File: src/rtl/req_arbiter_ctrl_pkg.sv
// Shared encodings for the request arbiter: FSM states, arbitration modes, requester count.
package req_arbiter_ctrl_pkg;

  localparam int NUM_REQ = 4;

  typedef enum logic [1:0] {
    ST_IDLE  = 2'b00,
    ST_GRANT = 2'b01,
    ST_REL   = 2'b10
  } state_t;

  typedef enum logic {
    MODE_FIXED = 1'b0,
    MODE_RR    = 1'b1
  } mode_t;

  function automatic logic [NUM_REQ-1:0] onehot(input logic [1:0] idx);
    onehot = '0;
    onehot[idx] = 1'b1;
  endfunction

endpackage

File: src/rtl/req_arbiter_ctrl_if.sv
// Request/grant bundle between requesters (master) and the arbiter (slave).
interface req_arbiter_ctrl_if;
  import req_arbiter_ctrl_pkg::*;

  logic [NUM_REQ-1:0] req;
  logic               done;
  logic               rr_mode;
  logic [NUM_REQ-1:0] grant;
  logic [1:0]         grant_id;
  logic               busy;
  logic               timeout;

  modport master (output req, done, rr_mode, input grant, grant_id, busy, timeout);
  modport slave  (input req, done, rr_mode, output grant, grant_id, busy, timeout);
endinterface

File: src/rtl/req_arbiter_ctrl_prio_enc4.sv
// 4-bit priority encoder, highest set bit wins; vld low when no bit is set.
module prio_enc4 (
  input  logic [3:0] in,
  output logic [1:0] idx,
  output logic       vld
);

  always_comb begin
    idx = 2'd0;
    vld = 1'b1;
    if (in[3])      idx = 2'd3;
    else if (in[2]) idx = 2'd2;
    else if (in[1]) idx = 2'd1;
    else if (in[0]) idx = 2'd0;
    else            vld = 1'b0;
  end

endmodule

File: src/rtl/req_arbiter_ctrl.sv
// Four-way arbiter with fixed/round-robin selection, hold limit with forced release,
// and a one-cycle turnaround between grants. All outputs registered.
module req_arbiter_ctrl
  import req_arbiter_ctrl_pkg::*;
#(
  parameter int MAX_HOLD = 8
) (
  input  logic               clk,
  input  logic               rst_n,
  req_arbiter_ctrl_if.slave  bus
);

  localparam logic [7:0] HOLD_LAST = 8'(MAX_HOLD - 1);

  state_t     state;
  logic [7:0] hold_cnt;
  logic [1:0] last_id;

  logic [7:0] req_dbl;
  logic [7:0] req_rot;
  logic [3:0] enc_in;
  logic [1:0] enc_idx;
  logic       enc_vld;
  logic [1:0] winner;
  logic       owner_req;
  logic       hit_limit;
  logic       release_now;
  logic       force_rel;

  // Rotating right by last_id puts (last_id-1) at the top so the encoder's
  // highest-bit rule yields the round-robin order; adding last_id undoes it.
  always_comb begin
    req_dbl = {bus.req, bus.req};
    req_rot = req_dbl >> last_id;
    enc_in  = (mode_t'(bus.rr_mode) == MODE_RR) ? req_rot[3:0] : bus.req;
    winner  = (mode_t'(bus.rr_mode) == MODE_RR) ? enc_idx + last_id : enc_idx;
  end

  prio_enc4 u_enc (
    .in  (enc_in),
    .idx (enc_idx),
    .vld (enc_vld)
  );

  always_comb begin
    owner_req   = bus.req[bus.grant_id];
    hit_limit   = (hold_cnt == HOLD_LAST);
    release_now = bus.done || !owner_req || hit_limit;
    force_rel   = hit_limit && !bus.done && owner_req;
  end

  always_ff @(posedge clk or negedge rst_n) begin
    if (!rst_n) begin
      state        <= ST_IDLE;
      hold_cnt     <= '0;
      last_id      <= '0;
      bus.grant    <= '0;
      bus.grant_id <= '0;
      bus.busy     <= 1'b0;
      bus.timeout  <= 1'b0;
    end else begin
      case (state)
        ST_IDLE: begin
          bus.timeout <= 1'b0;
          if (enc_vld) begin
            state        <= ST_GRANT;
            hold_cnt     <= '0;
            bus.grant    <= onehot(winner);
            bus.grant_id <= winner;
            bus.busy     <= 1'b1;
          end
        end
        ST_GRANT: begin
          hold_cnt <= hold_cnt + 8'd1;
          if (release_now) begin
            state       <= ST_REL;
            last_id     <= bus.grant_id;
            bus.grant   <= '0;
            bus.timeout <= force_rel;
          end
        end
        ST_REL: begin
          state       <= ST_IDLE;
          bus.busy    <= 1'b0;
          bus.timeout <= 1'b0;
        end
        default: begin
          state       <= ST_IDLE;
          bus.grant   <= '0;
          bus.busy    <= 1'b0;
          bus.timeout <= 1'b0;
        end
      endcase
    end
  end

endmodule

File: src/flat_wrapper.sv
// flat-port wrapper written by rule: the top's interface ports become plain ports
module req_arbiter_ctrl_flat import req_arbiter_ctrl_pkg::*;
#(
  parameter int MAX_HOLD = 8
)
  (clk, rst_n, bus_req, bus_done, bus_rr_mode, bus_grant, bus_grant_id, bus_busy, bus_timeout);
  req_arbiter_ctrl_if bus_i ();
  input  logic clk;
  input  logic rst_n;
  input wire logic [$bits(bus_i.req)-1:0] bus_req;
  input wire logic [$bits(bus_i.done)-1:0] bus_done;
  input wire logic [$bits(bus_i.rr_mode)-1:0] bus_rr_mode;
  output wire logic [$bits(bus_i.grant)-1:0] bus_grant;
  output wire logic [$bits(bus_i.grant_id)-1:0] bus_grant_id;
  output wire logic [$bits(bus_i.busy)-1:0] bus_busy;
  output wire logic [$bits(bus_i.timeout)-1:0] bus_timeout;
  assign bus_i.req = bus_req;
  assign bus_i.done = bus_done;
  assign bus_i.rr_mode = bus_rr_mode;
  assign bus_grant = bus_i.grant;
  assign bus_grant_id = bus_i.grant_id;
  assign bus_busy = bus_i.busy;
  assign bus_timeout = bus_i.timeout;
  req_arbiter_ctrl #(.MAX_HOLD(MAX_HOLD)) u_core (.clk(clk), .rst_n(rst_n), .bus(bus_i));
endmodule
File: config.mk
export PLATFORM = sky130hd
export DESIGN_NAME = req_arbiter_ctrl_flat
export DESIGN_NICKNAME = d
export VERILOG_FILES = /design/src/rtl/req_arbiter_ctrl_pkg.sv /design/src/rtl/req_arbiter_ctrl_if.sv /design/src/rtl/req_arbiter_ctrl_prio_enc4.sv /design/src/rtl/req_arbiter_ctrl.sv /design/src/flat_wrapper.sv
export SDC_FILE = /design/constraint.sdc
export NUM_CORES = 1
export LEC_CHECK = 0
export BUFFER_PORTS_ARGS = -buffer_cell sky130_fd_sc_hd__buf_2
export CORE_ASPECT_RATIO = 1.4
export CORE_MARGIN = 3
export CORE_UTILIZATION = 60
export CTS_CLUSTER_DIAMETER = 80
export DETAILED_ROUTE_END_ITERATION = 10
export PLACE_DENSITY = 0.82
export SLEW_MARGIN = 5
export SYNTH_ARGS = -nofsm -noshare
export SYNTH_HDL_FRONTEND = slang
export SYNTH_SLANG_ARGS = --single-unit
File: constraint.sdc
create_clock -name clk -period 4.27 [get_ports clk]
set_input_delay 0.427 -clock clk [delete_from_list [all_inputs] [get_ports clk]]
set_output_delay 0.427 -clock clk [all_outputs]
set_load 0.1 [all_outputs]
==> reports/metrics.csv <==
stage;metric;value;unit
detailed_routing;Avg WL per Cell;15.63;um
yosys;Synth top cells by count;dfrtp_1 (20), nor2_1 (16), nand2_1 (15), mux2i_1 (9);
clock_network;clk root buf;clkbuf_4;
clock_network;clock buffer depth;2;
clock_network;CTS HTree Levels;1;
floorplanning;die height;59.93;um
floorplanning;initial core utilization;66.67;%
detailed_routing;Avg Vias per Cell;6.155;
yosys;Post-Synthesis Mean Instance Area;9.813;um^2
timing;fin. max-slew vios;0;
critical_path;Critical-path top delay cell;dfrtp_1;
final_layout;Fill cells;146;
timing;Max-slew headroom;62.96;%
global_routing;vias in the first global route;1007;
yosys;EDFF count, synth;0;
timing;final hold vios;0;
critical_path;CP Cell Sequence;nand2b_1 > o22ai_1 > o22ai_1 > o21ai_0 > ha_1 > o22a_1 > and3_1 > mux2i_1 > mux2i_1;
detailed_routing;Routed WL;2517;um
detailed_routing;Antenna Nets Post-Route;0;
global_routing;Total Routing Usage GR;22.33;%
final_layout;Nets;152;
placed_design;DP Area;1308;um^2
yosys;FF+latch count, synth;20;
yosys;Mapped Nets;137;
critical_path;crit-path max FO;13;
yosys;post-synth top area cell;dfrtp_1;
global_routing;GR Util met3;2.410;%
power;total power;0.9910;mW
power;pwr dens;737.5;nW/um^2
critical_path;Top Family by Delay on Critical Path;compound AO/OA/AOI/OAI gates;
critical_path;Setup crit end kind;register;
timing;Hold Worst Slack;0.05050;ns
clock_network;post-cts sizing count;0;
clock_network;TritonCTS clock tree;built;
floorplanning;IO Pins;16;
placed_design;pre-CTS setup slack;1.878;ns
placed_design;# placed instances;157;
timing;RSZ-0062 raised after global routing;false;
detailed_routing;drt pass-1 iters;4;
critical_path;crit path DAT;2.50;ns
critical_path;WP buf/inv;0;
placed_design;port bufs;15;
clock_network;cts hold-fix bufs;0;
power;Worst VDD drop;0.5707;mV
global_routing;global route hottest layer;met2;
timing;Setup violations, final;0;
worst_hold_path;Hold Path Class;input pin to async pin;
global_routing;initial antenna violation count;0;
floorplanning;DIE WIDTH;44.52;um
global_routing;first-pass GRT wire length;4402;um
yosys;YS warnings;0;
detailed_routing;Residual DRC;0;
yosys;post-synth cell types;43;
critical_path;Worst Setup Path Type;register to register;
final_layout;post-route core utilization;71.89;%
global_routing;largest net degree at the start of global routing;21;
timing;Worst-Margin Slew;0.5545;ns
timing;final setup TNS;0;ns
yosys;sequential element share of the synthesized area;40.16;%
critical_path;Worst Path Required;4.43;ns
floorplanning;Site Rows;18;
global_routing;met1 GRT Util;23.42;%
timing;period utilisation layout;54.81;%
yosys;Post-Syn Area;1246;um^2
final_layout;cell area after layout;1344;um^2
final_layout;area grow syn2layout;7.831;%
final_layout;Ant. Diodes;0;
floorplanning;Core Region;1869;um^2
yosys;Post-synth ARST share;100.0;%
timing;post-layout minimum cycle time;2.340;ns
yosys;count leader, synth;dfrtp_1;
power;Lkg Pwr;0.6443;nW
clock_network;CTS Sinks;20;
yosys;synthesized instance count;127;
outcome;status;completed;
final_layout;Post-Layout Cell Count;161;
global_routing;met2 Track Usage GR;40.86;%
critical_path;critical path's largest stage delay;0.55;ns
global_routing;total gr overflow;0;
placed_design;placer congestion estimate;0.8480;
clock_network;clock latency on the worst-skew pair;0.30;ns
clock_network;CTS clock-pin slew for the worst setup and hold paths;0.11;ns
timing;Fmax;0.4273;GHz
timing;Final WS setup;1.930;ns
critical_path;r2r worst-path depth;9;
yosys;Yosys top cell area share;40.16;%
critical_path;Startpoint Class;register;
clock_network;Post-CTS Setup Inserts;0;
detailed_routing;Vias;991;
clock_network;CTS buffer count;3;
detailed_routing;DR iter-0 viols;20;
timing;Clock Skews;0.005572;ns
job;maxcap violations;0;
final_layout;layout cells sized above 1;22.70;%
floorplanning;full die area;2668;um^2
critical_path;Critical Path Stages;9;
yosys;Area contributors post-synth;dfrtp_1 (40%), mux2i_1 (7.2%), nor2_1 (4.8%);
yosys;Synth Flop Type;dfrtp_1;
placed_design;DPL Wire Length;1977;um
## path summary, 6_finish.rpt
path	start	to	slack, ns
max reg2reg	u_core.last_id[0]	u_core.bus.grant[3]	1.93
min reg2reg	u_core.bus.busy	u_core.bus.busy	0.49
min	rst_n	u_core.bus.timeout	0.05
max	u_core.last_id[0]	u_core.bus.grant[3]	1.93
max in group asynchronous	rst_n	u_core.hold_cnt[2]	3.91
min in group clk	bus_done	u_core.bus.timeout	0.39
## area by class of cell
class / instances / area [um^2] / area share (%)
clock buffers: 4 / 36.28 / 2.700
inverters: 5 / 18.77 / 1.397
multi-input cells: 97 / 688.2 / 51.21
flip-flops and latches: 20 / 500.5 / 37.24
well taps: 20 / 25.02 / 1.862
repair buffers: 15 / 75.07 / 5.587
## registers in the layout, indices dropped and copies added (netlist names)
signal / count
u_core.bus.busy: 1
u_core.bus.grant: 4
u_core.bus.grant_id: 2
u_core.bus.timeout: 1
u_core.hold_cnt: 8
u_core.last_id: 2
u_core.state: 2
## power breakdown
part,switching (mW),total [mW],internal (mW)
Clock,0.0568,0.109,0.0520
Combinational,0.385,0.567,0.182
Sequential,0.0708,0.315,0.244
## layer usage
layer  up-vias  share of wire (%)
met5         -                  0
met4         0                4.2
met3        10                3.0
met2        21                 54
met1       481                 39
li1        479                  -
## cell families (layout without fill, tap and decap cells)
| logic type | after synthesis | after routing | synth area share (%) |
|---|---|---|---|
| DFF | 20 | 20 | 40.16 |
| and+or+nand+nor | 52 | 52 | 20.98 |
| buffers and inverters | 10 | 24 | 4.618 |
| xor gates and xnor gates | 7 | 7 | 4.920 |
| muxes | 13 | 13 | 12.05 |
| AOI/OAI and AO/OA | 23 | 23 | 15.26 |
| adders and majority gates | 2 | 2 | 2.008 |
## cells in the final DEF (no fill, tap or decap), types with 3 or more instances in the layout
cell and count:
a21oi_1 3, mux2i_1 9, o2bb2ai_1 3, nor2_1 16
o22ai_1 3, nand2_1 15, buf_2 15, nand4_1 3
xor2_1 5, inv_1 5, o21ai_0 4, dfrtp_1 20
clkbuf_4 3
No activity file was read; power rests on OpenSTA's default activity.
